`src/rtl/mult_prod_accumulator_if.sv`:
```
// Stream bundle between the 4x4 multiplier and the product accumulator:
// an input product stream and an output group-result stream.
interface mult_prod_accumulator_if #(
   parameter int PW = 8,
   parameter int AW = 16,
   parameter int CW = 5
);
   logic          in_valid;
   logic          in_ready;
   logic [PW-1:0] in_prod;
   logic          in_last;
   logic          out_valid;
   logic          out_ready;
   logic [AW-1:0] out_sum;
   logic [CW-1:0] out_count;
   logic          out_ovf;
   logic          out_forced;

   // Accumulator side: consumes products, produces group results.
   modport slave (
      input  in_valid, in_prod, in_last, out_ready,
      output in_ready, out_valid, out_sum, out_count, out_ovf, out_forced
   );

   // Environment side: produces products, consumes group results.
   modport master (
      output in_valid, in_prod, in_last, out_ready,
      input  in_ready, out_valid, out_sum, out_count, out_ovf, out_forced
   );
endinterface

```
`src/rtl/mult_prod_accumulator.sv`:
```
// Group-wise reduction of an unsigned product stream into a wide sum.
// A group closes on in_last or after MAX_TERMS beats; its result is held
// in registers until the sink takes it, during which no beats are accepted.
module mult_prod_accumulator #(
   parameter int PW        = 8,
   parameter int AW        = 16,
   parameter int MAX_TERMS = 16,
   parameter int SAT       = 1,
   localparam int CW       = $clog2(MAX_TERMS + 1)
) (
   input  logic clk,
   input  logic rst_n,
   mult_prod_accumulator_if.slave bus
);

   typedef enum logic [0:0] {
      ST_ACC  = 1'b0,
      ST_HOLD = 1'b1
   } state_t;

   state_t        state_q, state_d;
   logic [AW-1:0] acc_q, acc_d;
   logic [CW-1:0] cnt_q, cnt_d;
   logic          ovf_q, ovf_d;
   logic          out_valid_q, out_valid_d;
   logic [AW-1:0] out_sum_q, out_sum_d;
   logic [CW-1:0] out_count_q, out_count_d;
   logic          out_ovf_q, out_ovf_d;
   logic          out_forced_q, out_forced_d;

   logic [AW:0]   sum_s;
   logic [AW-1:0] acc_upd_s;
   logic [CW-1:0] cnt_upd_s;
   logic          ovf_upd_s;
   logic          close_s;

   // Post-beat accumulator value with one carry bit, clamped or wrapped on overflow.
   always_comb begin
      sum_s     = {1'b0, acc_q} + {{(AW + 1 - PW){1'b0}}, bus.in_prod};
      cnt_upd_s = cnt_q + CW'(1);
      ovf_upd_s = ovf_q | sum_s[AW];
      close_s   = bus.in_last | (cnt_upd_s == CW'(MAX_TERMS));
      if (sum_s[AW]) begin
         if (SAT != 0) begin
            acc_upd_s = {AW{1'b1}};
         end else begin
            acc_upd_s = sum_s[AW-1:0];
         end
      end else begin
         acc_upd_s = sum_s[AW-1:0];
      end
   end

   // Next-state and result capture for the ACC/HOLD controller.
   always_comb begin
      state_d      = state_q;
      acc_d        = acc_q;
      cnt_d        = cnt_q;
      ovf_d        = ovf_q;
      out_valid_d  = out_valid_q;
      out_sum_d    = out_sum_q;
      out_count_d  = out_count_q;
      out_ovf_d    = out_ovf_q;
      out_forced_d = out_forced_q;
      case (state_q)
         ST_ACC: begin
            // in_ready is high in ACC, so a valid beat is always a transfer.
            if (bus.in_valid) begin
               if (close_s) begin
                  out_sum_d    = acc_upd_s;
                  out_count_d  = cnt_upd_s;
                  out_ovf_d    = ovf_upd_s;
                  out_forced_d = ~bus.in_last;
                  out_valid_d  = 1'b1;
                  acc_d        = {AW{1'b0}};
                  cnt_d        = {CW{1'b0}};
                  ovf_d        = 1'b0;
                  state_d      = ST_HOLD;
               end else begin
                  acc_d = acc_upd_s;
                  cnt_d = cnt_upd_s;
                  ovf_d = ovf_upd_s;
               end
            end else begin
               state_d = ST_ACC;
            end
         end
         ST_HOLD: begin
            if (bus.out_ready) begin
               out_valid_d = 1'b0;
               state_d     = ST_ACC;
            end else begin
               out_valid_d = 1'b1;
            end
         end
         default: begin
            state_d     = ST_ACC;
            out_valid_d = 1'b0;
         end
      endcase
   end

   // State, accumulator and result registers; reset discards any partial group.
   always_ff @(posedge clk or negedge rst_n) begin
      if (!rst_n) begin
         state_q      <= ST_ACC;
         acc_q        <= {AW{1'b0}};
         cnt_q        <= {CW{1'b0}};
         ovf_q        <= 1'b0;
         out_valid_q  <= 1'b0;
         out_sum_q    <= {AW{1'b0}};
         out_count_q  <= {CW{1'b0}};
         out_ovf_q    <= 1'b0;
         out_forced_q <= 1'b0;
      end else begin
         state_q      <= state_d;
         acc_q        <= acc_d;
         cnt_q        <= cnt_d;
         ovf_q        <= ovf_d;
         out_valid_q  <= out_valid_d;
         out_sum_q    <= out_sum_d;
         out_count_q  <= out_count_d;
         out_ovf_q    <= out_ovf_d;
         out_forced_q <= out_forced_d;
      end
   end

   assign bus.in_ready   = (state_q == ST_ACC);
   assign bus.out_valid  = out_valid_q;
   assign bus.out_sum    = out_sum_q;
   assign bus.out_count  = out_count_q;
   assign bus.out_ovf    = out_ovf_q;
   assign bus.out_forced = out_forced_q;

endmodule
```
`src/flat_wrapper.sv`:
```
// flat-port wrapper written by rule: the top's interface ports become plain ports
module mult_prod_accumulator_flat 
#(
   parameter int PW        = 8,
   parameter int AW        = 16,
   parameter int MAX_TERMS = 16,
   parameter int SAT       = 1,
   localparam int CW       = $clog2(MAX_TERMS + 1)
)
  (clk, rst_n, bus_in_valid, bus_in_prod, bus_in_last, bus_out_ready, bus_in_ready, bus_out_valid, bus_out_sum, bus_out_count, bus_out_ovf, bus_out_forced);
  mult_prod_accumulator_if #(.PW(PW), .AW(AW)) bus_i ();
  input  logic clk;
  input  logic rst_n;
  input wire logic [$bits(bus_i.in_valid)-1:0] bus_in_valid;
  input wire logic [$bits(bus_i.in_prod)-1:0] bus_in_prod;
  input wire logic [$bits(bus_i.in_last)-1:0] bus_in_last;
  input wire logic [$bits(bus_i.out_ready)-1:0] bus_out_ready;
  output wire logic [$bits(bus_i.in_ready)-1:0] bus_in_ready;
  output wire logic [$bits(bus_i.out_valid)-1:0] bus_out_valid;
  output wire logic [$bits(bus_i.out_sum)-1:0] bus_out_sum;
  output wire logic [$bits(bus_i.out_count)-1:0] bus_out_count;
  output wire logic [$bits(bus_i.out_ovf)-1:0] bus_out_ovf;
  output wire logic [$bits(bus_i.out_forced)-1:0] bus_out_forced;
  assign bus_i.in_valid = bus_in_valid;
  assign bus_i.in_prod = bus_in_prod;
  assign bus_i.in_last = bus_in_last;
  assign bus_i.out_ready = bus_out_ready;
  assign bus_in_ready = bus_i.in_ready;
  assign bus_out_valid = bus_i.out_valid;
  assign bus_out_sum = bus_i.out_sum;
  assign bus_out_count = bus_i.out_count;
  assign bus_out_ovf = bus_i.out_ovf;
  assign bus_out_forced = bus_i.out_forced;
  mult_prod_accumulator #(.PW(PW), .AW(AW), .MAX_TERMS(MAX_TERMS), .SAT(SAT)) u_core (.clk(clk), .rst_n(rst_n), .bus(bus_i));
endmodule
```
`config.mk`:
```
export PLATFORM = sky130hd
export DESIGN_NAME = mult_prod_accumulator_flat
export DESIGN_NICKNAME = d
export VERILOG_FILES = /design/src/rtl/mult_prod_accumulator_if.sv /design/src/rtl/mult_prod_accumulator.sv /design/src/flat_wrapper.sv
export SDC_FILE = /design/constraint.sdc
export NUM_CORES = 1
export LEC_CHECK = 0
export ABC_AREA = 1
export CAP_MARGIN = 0
export CORE_ASPECT_RATIO = 0.6
export CORE_MARGIN = 2
export CORE_UTILIZATION = 59
export DETAILED_ROUTE_END_ITERATION = 10
export PLACE_DENSITY = 0.85
export SLEW_MARGIN = 10
export SYNTH_ARGS = -nofsm -noshare
export SYNTH_HDL_FRONTEND = slang
export SYNTH_SLANG_ARGS = --single-unit
```
`constraint.sdc`:
```
create_clock -name clk -period 3.1 [get_ports clk]
set_input_delay 0.31 -clock clk [delete_from_list [all_inputs] [get_ports clk]]
set_output_delay 0.31 -clock clk [all_outputs]
set_load 0.01 [all_outputs]
```
Yosys cells after proc, flatten, opt, wreduce, memory -nomap -nowiden

Cells that the tools add are included.

Output and inout bits: 25
Flip-flop bits (word level): 47
Input bits: 13
Word-level logic and storage cells: 32

Bitwise gates (word level): 4
Reductions and logical operators: 3
Equality and inequality tests: 3
Muxes and demuxes: 11
Add/subtract/negate cells: 2

Operators by type and width:

| operator                                              | number |
|---|---|
| two-way mux 16 bit                                    | 2 |
| adder 16 x 8 -> 17 bit                                | 1 |
| two-way mux 1 bit                                     | 6 |
| adder 5 x 1 -> 5 bit, second input constant           | 1 |
| equality test 5 bit, second input constant            | 1 |
| two-way mux 5 bit                                     | 1 |
| case mux 1 bit (2 select lines)                       | 2 |
| AND reduction 2 bit                                   | 2 |
| AND reduction 3 bit                                   | 1 |
| inequality test 2 x 1 -> 1 bit, second input constant | 1 |
| inequality test 2 bit, second input constant          | 1 |
| inverter 1 bit                                        | 2 |
| bitwise OR 1 bit                                      | 2 |

Logic depth before layout (Yosys ltp)

Gate-level depths: netlist (run 1).

Depth after elaboration: 6
Depth in mapped cells: 12
Mapped depth without buffers: 12

Worst setup path after synthesis (run 1)

No wires, ideal clock.

Path type: register -> register
Start point: reg u_core.acc_q[0]
End point: reg u_core.out_sum_q[2] (netlist: u_core.bus.out_sum[2])
Data required time: 2.983 ns
Arrival time: 1.751 ns
Path slack: 1.233 ns
Buffers on the path: 0
Cell stages (with the launch flop): 12
Setup time: 0.117 ns
Cells stage by stage: dfrtp_1 ha_1 fa_1 nand2_1 nand2_1 and2_1 nand2_1 nand2_2 nand2_2 o21ai_0 nand2_1 nand2_1

Word-level cells in the longest chain between the ends: 2

Ends and longest elaborated chain:

| what                   | RTL line                     | text |
|---|---|---|
| from (decl)            | mult_prod_accumulator.sv:22  | `logic [AW-1:0] acc_q, acc_d;` |
| from (signal assigned) | mult_prod_accumulator.sv:107 | `acc_q <= {AW{1'b0}};` |
| adder 16 x 8 -> 17 bit | mult_prod_accumulator.sv:39  | `sum_s = {1'b0, acc_q} + {{(AW + 1 - PW){1'b0}}, bus.in_prod};` |
| two-way mux 16 bit     | mult_prod_accumulator.sv:43  | `if (sum_s[AW]) begin` |
| to (signal assigned)   | mult_prod_accumulator.sv:111 | `out_sum_q <= {AW{1'b0}};` |
| to (signal assigned)   | mult_prod_accumulator.sv:121 | `out_sum_q <= out_sum_d;` |
| to (decl)              | mult_prod_accumulator.sv:26  | `logic [AW-1:0] out_sum_q, out_sum_d;` |

Every way passes these cells.
A chain may end at the register's enable or synchronous reset.

Worst setup path after layout (run 1)

Start point: in bus_in_prod[0]
End point: reg u_core.out_sum_q[10] (netlist: u_core.bus.out_sum[10])

Word-level cells in the longest chain between the ends: 2

Ends and longest elaborated chain:

| what                   | RTL line                    | text |
|---|---|---|
| from (decl)            | flat_wrapper.sv:15          | `input wire logic [$bits(bus_i.in_prod)-1:0] bus_in_prod;` |
| adder 16 x 8 -> 17 bit | mult_prod_accumulator.sv:39 |  |
| two-way mux 16 bit     | mult_prod_accumulator.sv:43 |  |

Every way passes these cells.

==> flow_metrics.tcl, run 1 <==
set metrics [dict create \
    outcome "complete, no violations" \
    grt_pass1_vias 2287 \
    gp_congestion 0.898 \
    die_x_um 90.5 \
    final_cell_mix "183 x nand2_1, 47 x dfrtp_1, 36 x clkdlybuf4s50_1, 34 x inv_1, 31 x nand3_1" \
    core_um2 4210 \
    postCtsSetupRepairBufs 0 \
    fill_cells 322 \
    finalNetCount 428 \
    combPwrFrac 0.367 \
    ff2ff_path_depth 11 \
    timing.rr.start "u_core.acc_q[0]" \
    worst_path_most_repeated_cell "nand2_1" \
    cts_root_buf "clkbuf_8" \
    grt_pass1_wl_um 10700 \
    cts_tree "yes" \
    layout_commonest_cell "nand2_1" \
    dp.cells 457 \
    max_clock_freq_mhz 446 \
    synth_ff_type "dfrtp_1" \
    p_leak_uw 0.00173 \
    reg2reg_slack_ns 0.91 \
    routed_wl_um 6210 \
    via_per_inst 5.24 \
    crit_buf_inv 1 \
    finalSetupTns_ns 0 \
    max_stage_delay_ns 0.42 \
    drive_above_1_share 0.0469 \
    power_density_nw_per_um2 665 \
    netlist.area_leader.share 0.444 \
    ir_worst_vdd_mv 0.355 \
    tightest_slew_ns 1.03 \
    crit_end "u_core.bus.out_sum[10]" \
    crit_fanout 6 \
    wl_per_cell_um 13.3 \
    hold_class "primary input to async pin" \
    crit_path_start_kind "primary input" \
    track_usage 0.264 \
    cp_cell_sequence "clkdlybuf4s50_1 -> ha_1 -> fa_1 -> nand2_1 -> nand2_1 -> and2_1 -> nand2_1 -> nand2_2 -> nand3_1 -> nand3_1 -> nand2_1 -> nand2_1" \
    cts_buffers 5 \
    synth-async-reset-ratio 1.00 \
    fin_crit_ns 2.24 \
    syn_area_um2 2650 \
    worst_ep_required_time_ns 3.29 \
    ctsResizeCount 0 \
    power.share.sequential 0.408 \
    p_int_uw 1360 \
    fin_cells 465 \
    critPathKind "primary input to register" \
    fin_util 0.753 \
    hpwl_um 4480 \
    synth_area_leaders "dfrtp_1 44%, nand2_1 26%, nand3_1 5.9%" \
    syn_inst 366 \
    antenna_found_initial 0 \
    startpoint "bus_in_prod[0]" \
    synth-seq-area-share 0.444 \
    dieHeight_um 55.9 \
    yosysWarnings 0 \
    rsz0062_at_grt "no" \
    dr.pass1.iters 5 \
    synthToLayoutAreaGrowth_pct 19.5 \
    portBuffers 37 \
    holdWs_ns 0.170 \
    start_util 0.630 \
    pwr-share-clk 0.225 \
    syn-num-nets 390 \
    worst_path_max_delay_cell "clkdlybuf4s50_1" \
    r2r_end "u_core.bus.out_sum[10]" \
    end_kind "register" \
    setup_viol 0 \
    synth_edf_count 0 \
    num_vias 2437 \
    worstSkewPairLatency_ns 0.30 \
    h-tree-depth 2 \
    yosys.area.top_type "dfrtp_1" \
    cp.arrival_ns 2.43 \
    path_delay_family "simple AND/OR/NAND/NOR gates" \
    final_antenna_net_count 0 \
    synth.avg_cell_area_um2 7.24 \
    skew_ns 0.0108 \
    fin_crit_sh 0.723 \
    drc 0 \
    slew_violations 0 \
    slew_headroom 0.312 \
    hold_viol_final 0 \
    rows 18 \
    synth_seq_cells 47 \
    switching_power_uw 750 \
    grt_max_degree 48 \
    drt_iter0_markers 119 \
    cts_hold_buf 0 \
    cp.depth 12 \
    synthDistinctLibCells 28 \
    antenna_cells 0 \
    io_pins 38 \
    clkSlewWorstSetupHoldPaths_ns 0.09 \
    cts_buffer_depth 2 \
    switching_share 0.356 \
    dieArea_um2 5060 \
    numClockSinks 47 \
    cap_violations 0 \
    overflow 0 \
]
==> worst reg2reg max path, stage by stage (launching register included) <==
cell and delay [ns]:
dfrtp_1 0.40, ha_1 0.22, fa_1 0.40, nand2_1 0.10, nand2_1 0.07, and2_1 0.16
nand2_1 0.09, nand2_2 0.10, nand3_1 0.22, nand3_1 0.17, nand2_1 0.08, nand2_1 0.05
==> final cells by class <==
| class | count | area (um2) | share of cell area |
|---|---|---|---|
| Clock buffer | 6 | 82.6 | 0.0261 |
| Timing Repair Buffer | 39 | 380 | 0.120 |
| Tap cell | 60 | 75.1 | 0.0237 |
| Inverter | 35 | 134 | 0.0422 |
| Clock inverter | 2 | 38.8 | 0.0122 |
| Multi-Input combinational cell | 276 | 1280 | 0.405 |
| Sequential cell | 47 | 1180 | 0.371 |
==> registers in the layout, summed over array words and instances (netlist names) <==
register and cells:
u_core.bus.out_sum 16, u_core.ovf_q 1, u_core.acc_q 16, u_core.bus.out_ovf 1, u_core.cnt_q 5, u_core.bus.out_count 5, u_core.bus.out_valid 1, u_core.state_q 1
u_core.bus.out_forced 1
==> power by group through the flow <==
stage | Clock (uW) | Combinational (uW) | Sequential, uW
finish | 475 | 773 | 858
global route | 513 | 867 | 880
CTS | 480 | 771 | 858
detailed placement | 0 | 766 | 865
global placement | 0 | 748 | 861
floorplan | 0 | 436 | 881
==> per-layer routing <==
layer	up-vias	share of wire	routed length (um)	global-route usage
li1	1211	-	-	-
met1	1146	0.49	3030	0.380
met2	76	0.44	2730	0.420
met3	4	0.068	420	0.0583
met4	0	0.0040	25	0.0440
met5	-	0	0	0
==> how the worst min path moves through the flow <==
stage / end / slack [ns] / cells after the start
after floorplan: u_core.acc_q[0] / 0.01 / 0
after global placement: u_core.bus.out_count[2] / 0.46 / 2
after detailed placement: u_core.bus.out_count[1] / 0.47 / 2
after CTS: u_core.ovf_q / 0.22 / 1
after global routing: u_core.acc_q[2] / 0.27 / 1
final: u_core.acc_q[2] / 0.17 / 1
==> synthesized netlist by cell type (2+ instances only) <==
library cell and number:
dfrtp_1 47, nand3b_1 3, nand4_1 2, inv_1 34
nand2_1 183, buf_2 2, buf_6 3, nand2_2 3
and2_1 2, clkbuf_1 2, a21oi_1 4, xor2_1 2
o21ai_0 8, nor2_1 18, nand3_1 31, ha_1 10
==> per-stage QoR <==
step                      worst slack, ns  instance area [um2]  power (uW)
after floorplan                      1.23                 2650        1320
after global placement              0.665                 3050        1610
after detailed placement            0.583                 3050        1630
after CTS                           0.885                 3170        2110
after global routing                0.678                 3170        2260
final                               0.859                 3170        2110
==> logic make-up (layout without fill, tap and decap cells) <==
logic type                 after synthesis  count (layout)  synth area share
buffers and inverters                   43              82            0.0727
xor gates and xnor gates                 3               3            0.0127
adders and majority gates               11              11            0.0547
DFF                                     47              47             0.444
AOI/OAI and AO/OA                       15              15            0.0312
and+or+nand+nor                        247             247             0.385
Power figures use the tool's default switching activity.
==> inputs of run 2 (changes only) <==
Settings changed: CORE_UTILIZATION 59 to 54, PLACE_DENSITY 0.85 to 0.79.
Clock period 3.1 ns to 2.2 ns, I/O delays scaled along.
==> run 2 against run 1 <==
  * Wire length is 5.3% higher
  * Via count is 2.6% higher
  * First-iteration DRC count up 37%
  * Hold slack improved by 0.26 ns
  * Combinational power grew 60%
  * Clock skew fell by 0.0053 ns
  * Count of clock-buffer cells in the layout unchanged
  * Global-route usage grew 0.45 points
  * Register-to-register slack got worse by 0.73 ns
  * Sequential share of layout area is 1.6 points lower
  * Die area grew 8.7%
  * Cell area is 4.6% higher
  * Largest cell class unchanged
==> flow_metrics.tcl, run 2 (synthesis results as in run 1) <==
set metrics [dict create \
    rows 19 \
    die_x_um 94.5 \
    fill_cells 419 \
    track_usage 0.268 \
    dp.cells 476 \
    h-tree-depth 2 \
    fin_crit_sh 0.917 \
    reg2reg_slack_ns 0.18 \
    finalNetCount 445 \
    antenna_found_initial 0 \
    holdWs_ns 0.435 \
    dr.pass1.iters 5 \
    critPathKind "register to register" \
    fin_util 0.711 \
    clkSlewWorstSetupHoldPaths_ns 0.09 \
    end_kind "register" \
    hold_class "primary input to async pin" \
    switching_power_uw 1100 \
    grt_pass1_vias 2411 \
    power_density_nw_per_um2 925 \
    timing.rr.start "u_core.acc_q[0]" \
    routed_wl_um 6530 \
    slew_violations 0 \
    via_per_inst 5.17 \
    cts_tree "yes" \
    hold_viol_final 0 \
    outcome "complete, no violations" \
    final_cell_mix "182 x nand2_1, 47 x dfrtp_1, 36 x clkdlybuf4s50_1, 34 x inv_1, 30 x nand3_1" \
    slew_headroom 0.624 \
    gp_congestion 0.898 \
    grt_max_degree 26 \
    dieArea_um2 5500 \
    numClockSinks 47 \
    core_um2 4660 \
    drive_above_1_share 0.0879 \
    postCtsSetupRepairBufs 0 \
    worstSkewPairLatency_ns 0.30 \
    setup_viol 0 \
    combPwrFrac 0.405 \
    cts_root_buf "clkbuf_8" \
    overflow 0 \
    max_clock_freq_mhz 496 \
    switching_share 0.359 \
    hpwl_um 4790 \
    tightest_slew_ns 0.564 \
    io_pins 38 \
    synthToLayoutAreaGrowth_pct 25.0 \
    ir_worst_vdd_mv 0.558 \
    layout_commonest_cell "nand2_1" \
    skew_ns 0.00548 \
    start_util 0.569 \
    crit_path_start_kind "register" \
    pwr-share-clk 0.204 \
    rsz0062_at_grt "no" \
    cts_buffer_depth 2 \
    drt_iter0_markers 163 \
    finalSetupTns_ns 0 \
    portBuffers 37 \
    power.share.sequential 0.391 \
    num_vias 2500 \
    wl_per_cell_um 13.5 \
    grt_pass1_wl_um 11300 \
    worst_ep_required_time_ns 2.39 \
    fin_cells 484 \
    fin_crit_ns 2.02 \
    dieHeight_um 58.3 \
    crit_fanout 4 \
    cp.arrival_ns 2.21 \
    final_antenna_net_count 0 \
    p_int_uw 1970 \
    antenna_cells 0 \
    r2r_end "u_core.ovf_q" \
    ff2ff_path_depth 12 \
    p_leak_uw 0.00182 \
    drc 0 \
    cap_violations 0 \
    cts_buffers 5 \
]
run 2: cell types whose count changed in the layout (fill, tap and decap cells not counted):
cell,delta
buf_12,+1
buf_4,+15
clkbuf_1,+1
clkbuf_8,-1
dlygate4sd3_1,+1
fa_1,-1
fa_2,+1
inv_6,-1
nand2_1,-1
nand2_4,+1
nand3_1,-1
nand3_2,+1
nor2_1,-1
nor2_2,+1
run 2: metrics by stage:
stage               power [uW]  area (um2)  worst slack, ns
CTS                       3060        3300           0.0997
detailed placement        2430        3180           -0.146
global route              3300        3310           0.0377
global placement          2400        3180           -0.121
finish                    3070        3310            0.183
floorplan                 1860        2650            0.333
run 2: final cells by class:
| type | instances | area (um2) | share of cell area |
|---|---|---|---|
| clock inverter | 1 | 30.0 | 0.00906 |
| tap | 63 | 78.8 | 0.0238 |
| timing repair buffer | 56 | 523 | 0.158 |
| inverter | 35 | 134 | 0.0404 |
| multi-input combinational | 276 | 1300 | 0.392 |
| clock buffer | 6 | 72.6 | 0.0219 |
| sequential | 47 | 1180 | 0.355 |
run 2: how the worst max path moves through the flow:
stage / start / to / slack [ns] / depth (start not counted)
CTS: u_core.acc_q[0] / u_core.bus.out_sum[2] / 0.1 / 11
floorplan: u_core.acc_q[0] / u_core.bus.out_sum[2] / 0.33 / 11
detailed placement: bus_in_prod[0] / u_core.bus.out_sum[2] / -0.15 / 12
global route: u_core.acc_q[0] / u_core.ovf_q / 0.04 / 12
global placement: bus_in_prod[0] / u_core.bus.out_sum[2] / -0.12 / 12
finish: u_core.acc_q[0] / u_core.ovf_q / 0.18 / 12
run 2: power by group through the flow:
| stage | Clock [uW] | Sequential (uW) | Combinational (uW) |
|---|---|---|---|
| 6_report | 625 | 1200 | 1240 |
| 5_1_grt | 673 | 1230 | 1400 |
| 4_1_cts | 631 | 1200 | 1230 |
| 3_5_place_dp | 0 | 1210 | 1220 |
| 3_3_place_gp | 0 | 1210 | 1190 |
| 2_1_floorplan | 0 | 1240 | 614 |
run 2: timing repair:
action | CTS | global route
setup endpoints to repair | 6 | 29
endpoints found under the hold margin | 22 | 0
hold buffers | 1 | 0
resized for setup | 1 | 4
run 2: routing by layer:
layer  part of all wire  wire [um]  up-vias  GRT usage
met3              0.082        536        5     0.0702
met4             0.0055         36        0     0.0393
li1                   -          -     1242          -
met2               0.43       2840       81      0.410
met5                  0          0        -          0
met1               0.48       3120     1172      0.397
run 2: critical path, stage by stage, from the launching register on:
cell and delay [ns]:
dfrtp_1 0.40, ha_1 0.22, fa_2 0.35, nand2_1 0.09
nand2_1 0.06, and2_1 0.16, nand2_2 0.07, nand2_2 0.09
buf_4 0.16, a21oi_1 0.16, nor2_1 0.06, nand2_1 0.05
nand2_1 0.04
==> inputs of run 3 (changes only) <==
Settings changed: CORE_MARGIN 2 to 4.
==> run 3 against run 2 <==
  * The run now ends with negative hold slack left
  * Cell area is 2.4% lower
  * Clock power is 5.8% higher
  * Register-to-register slack worse by 0.05 ns
  * Combinational power is 8% lower
  * Critical path type unchanged
==> flow_metrics.tcl, run 3 (synthesis results as in run 1) <==
set metrics [dict create \
    outcome "complete, but fails checks" \
    violations "negative hold slack" \
    multi_input_area_um2 1290 \
    cap_violations 0 \
    startpoint "u_core.acc_q[0]" \
    routed_wl_um 6190 \
    synthToLayoutAreaGrowth_pct 22.0 \
    core_um2 4660 \
    regArea_um2 1180 \
    num_vias 2400 \
    clkSlewWorstSetupHoldPaths_ns 0.09 \
    hold_class "primary input to async pin" \
    p_leak_uw 0.00177 \
    pre_cts_ws_ns -0.176 \
    portBuffers 37 \
    grt_pass1_wl_um 10700 \
    skew_ns 0.00875 \
    fill_cells 389 \
    fin_cells 476 \
    via_per_inst 5.04 \
    finalSetupTns_ns 0 \
    cts_root_buf "clkbuf_8" \
    setup_viol 0 \
    timing.rr.start "u_core.acc_q[0]" \
    io_pins 38 \
    overflow 0 \
    reg2reg_slack_ns 0.13 \
    r2r_end "u_core.bus.out_sum[2]" \
    slew_violations 0 \
    hold_viol_final 4 \
    start_util 0.569 \
    dieHeight_um 62.3 \
    rsz0062_at_grt "no" \
    finalNetCount 436 \
    ir_worst_vdd_mv 0.611 \
    worst_ep_required_time_ns 2.40 \
    grt_max_degree 48 \
    antenna_found_initial 0 \
    cp.arrival_ns 2.27 \
    crit_path_start_kind "register" \
    gp_congestion 0.930 \
    worst_path_max_delay_cell "dfrtp_1" \
    worst_path_most_repeated_cell "nand2_1" \
    critPathKind "register to register" \
    max_stage_delay_ns 0.40 \
    power_density_nw_per_um2 933 \
    layout_commonest_cell "nand2_1" \
    slew_headroom 0.591 \
    drive_above_1_share 0.0678 \
    worstSkewPairLatency_ns 0.31 \
    antenna_cells 0 \
    stdcell_area_um2 3230 \
    final_cell_mix "183 x nand2_1, 47 x dfrtp_1, 36 x clkdlybuf4s50_1, 34 x inv_1, 31 x nand3_1" \
    wl_per_cell_um 13.0 \
    final_antenna_net_count 0 \
    max_clock_freq_mhz 484 \
    die_x_um 98.5 \
    crit_fanout 10 \
    dp.cells 468 \
    postPlaceCellArea_um2 3110 \
    track_usage 0.216 \
    drc 0 \
    fin_crit_sh 0.939 \
    grt_pass1_vias 2310 \
    ff2ff_path_depth 11 \
    cts_buffer_depth 2 \
    cp_cell_sequence "ha_1 -> fa_2 -> nand2_1 -> nand2_1 -> and2_1 -> nand2_1 -> nand2_2 -> nand2_4 -> o21ai_0 -> nand2_1 -> nand2_1" \
    cts_buffers 5 \
    h-tree-depth 2 \
    fin_crit_ns 2.07 \
    hpwl_um 4480 \
    dieArea_um2 6130 \
    cts_tree "yes" \
    cts_hold_buf 0 \
    end_kind "register" \
    rows 19 \
    numClockSinks 47 \
    fin_ws_ns 0.135 \
    tightest_slew_ns 0.613 \
    holdWs_ns -0.0112 \
    dr.pass1.iters 4 \
    drt_iter0_markers 205 \
]
[run 3: cell types whose count changed in the layout (fill, tap and decap cells not counted), sizes merged]
| cell | before | now |
|---|---|---|
| dlygate4sd3 | 1 | 0 |
| inv | 35 | 36 |
| buf | 19 | 11 |
| clkinvlp | 0 | 1 |
| clkbuf | 6 | 5 |
[run 3: layer usage]
metal | vias up | part of all wire | track usage
met5 | - | 0 | 0
met4 | 0 | 0.014 | 0.0750
met3 | 9 | 0.098 | 0.0682
met2 | 86 | 0.41 | 0.306
met1 | 1082 | 0.48 | 0.311
li1 | 1223 | - | -
[run 3: worst max path at each step]
stage                            endpoint  slack (ns)  cells past startpoint
finish              u_core.bus.out_sum[2]        0.13                     11
floorplan           u_core.bus.out_sum[2]        0.33                     11
detailed placement  u_core.bus.out_sum[2]       -0.18                     12
CTS                 u_core.bus.out_sum[2]        0.07                     11
global placement    u_core.bus.out_sum[2]       -0.15                     12
global route              u_core.acc_q[3]        0.02                     11
[run 3: cell type report]
type,count,share of cell area
multi-input combinational,276,0.399
sequential,47,0.364
timing repair buffer,47,0.136
inverter,35,0.0414
tap,63,0.0244
clock buffer,5,0.0213
clock inverter,3,0.0143
[run 3: stage by stage]
step | total power (uW) | util | hold slack [ns]
6_report | 3020 | 0.694 | -0.0112
5_1_grt | 3260 | 0.694 | 0.0536
4_1_cts | 3030 | 0.693 | 0.0202
3_5_place_dp | 2360 | 0.668 | 0.359
3_3_place_gp | 2340 | 0.668 | 0.352
2_1_floorplan | 1860 | - | -0.0756
[run 3: worst max-delay path, delay by kind of cell, from the launching register on]
family                     cells  cell delay, ns
and+or+nand+nor                8            0.80
adders and majority gates      2            0.55
DFF                            1            0.40
AOI/OAI and AO/OA              1            0.19
[run 3: where the power goes]
part | switching (uW) | internal (uW) | total (uW)
Sequential | 163 | 1060 | 1220
Combinational | 615 | 526 | 1140
Clock | 318 | 343 | 661
Total | 1100 | 1920 | 3020
[run 3: timing repair]
action / CTS / global route
gates resized for setup: 0 / 2
setup endpoints to repair: 0 / 5
buffers inserted: 0 / 0
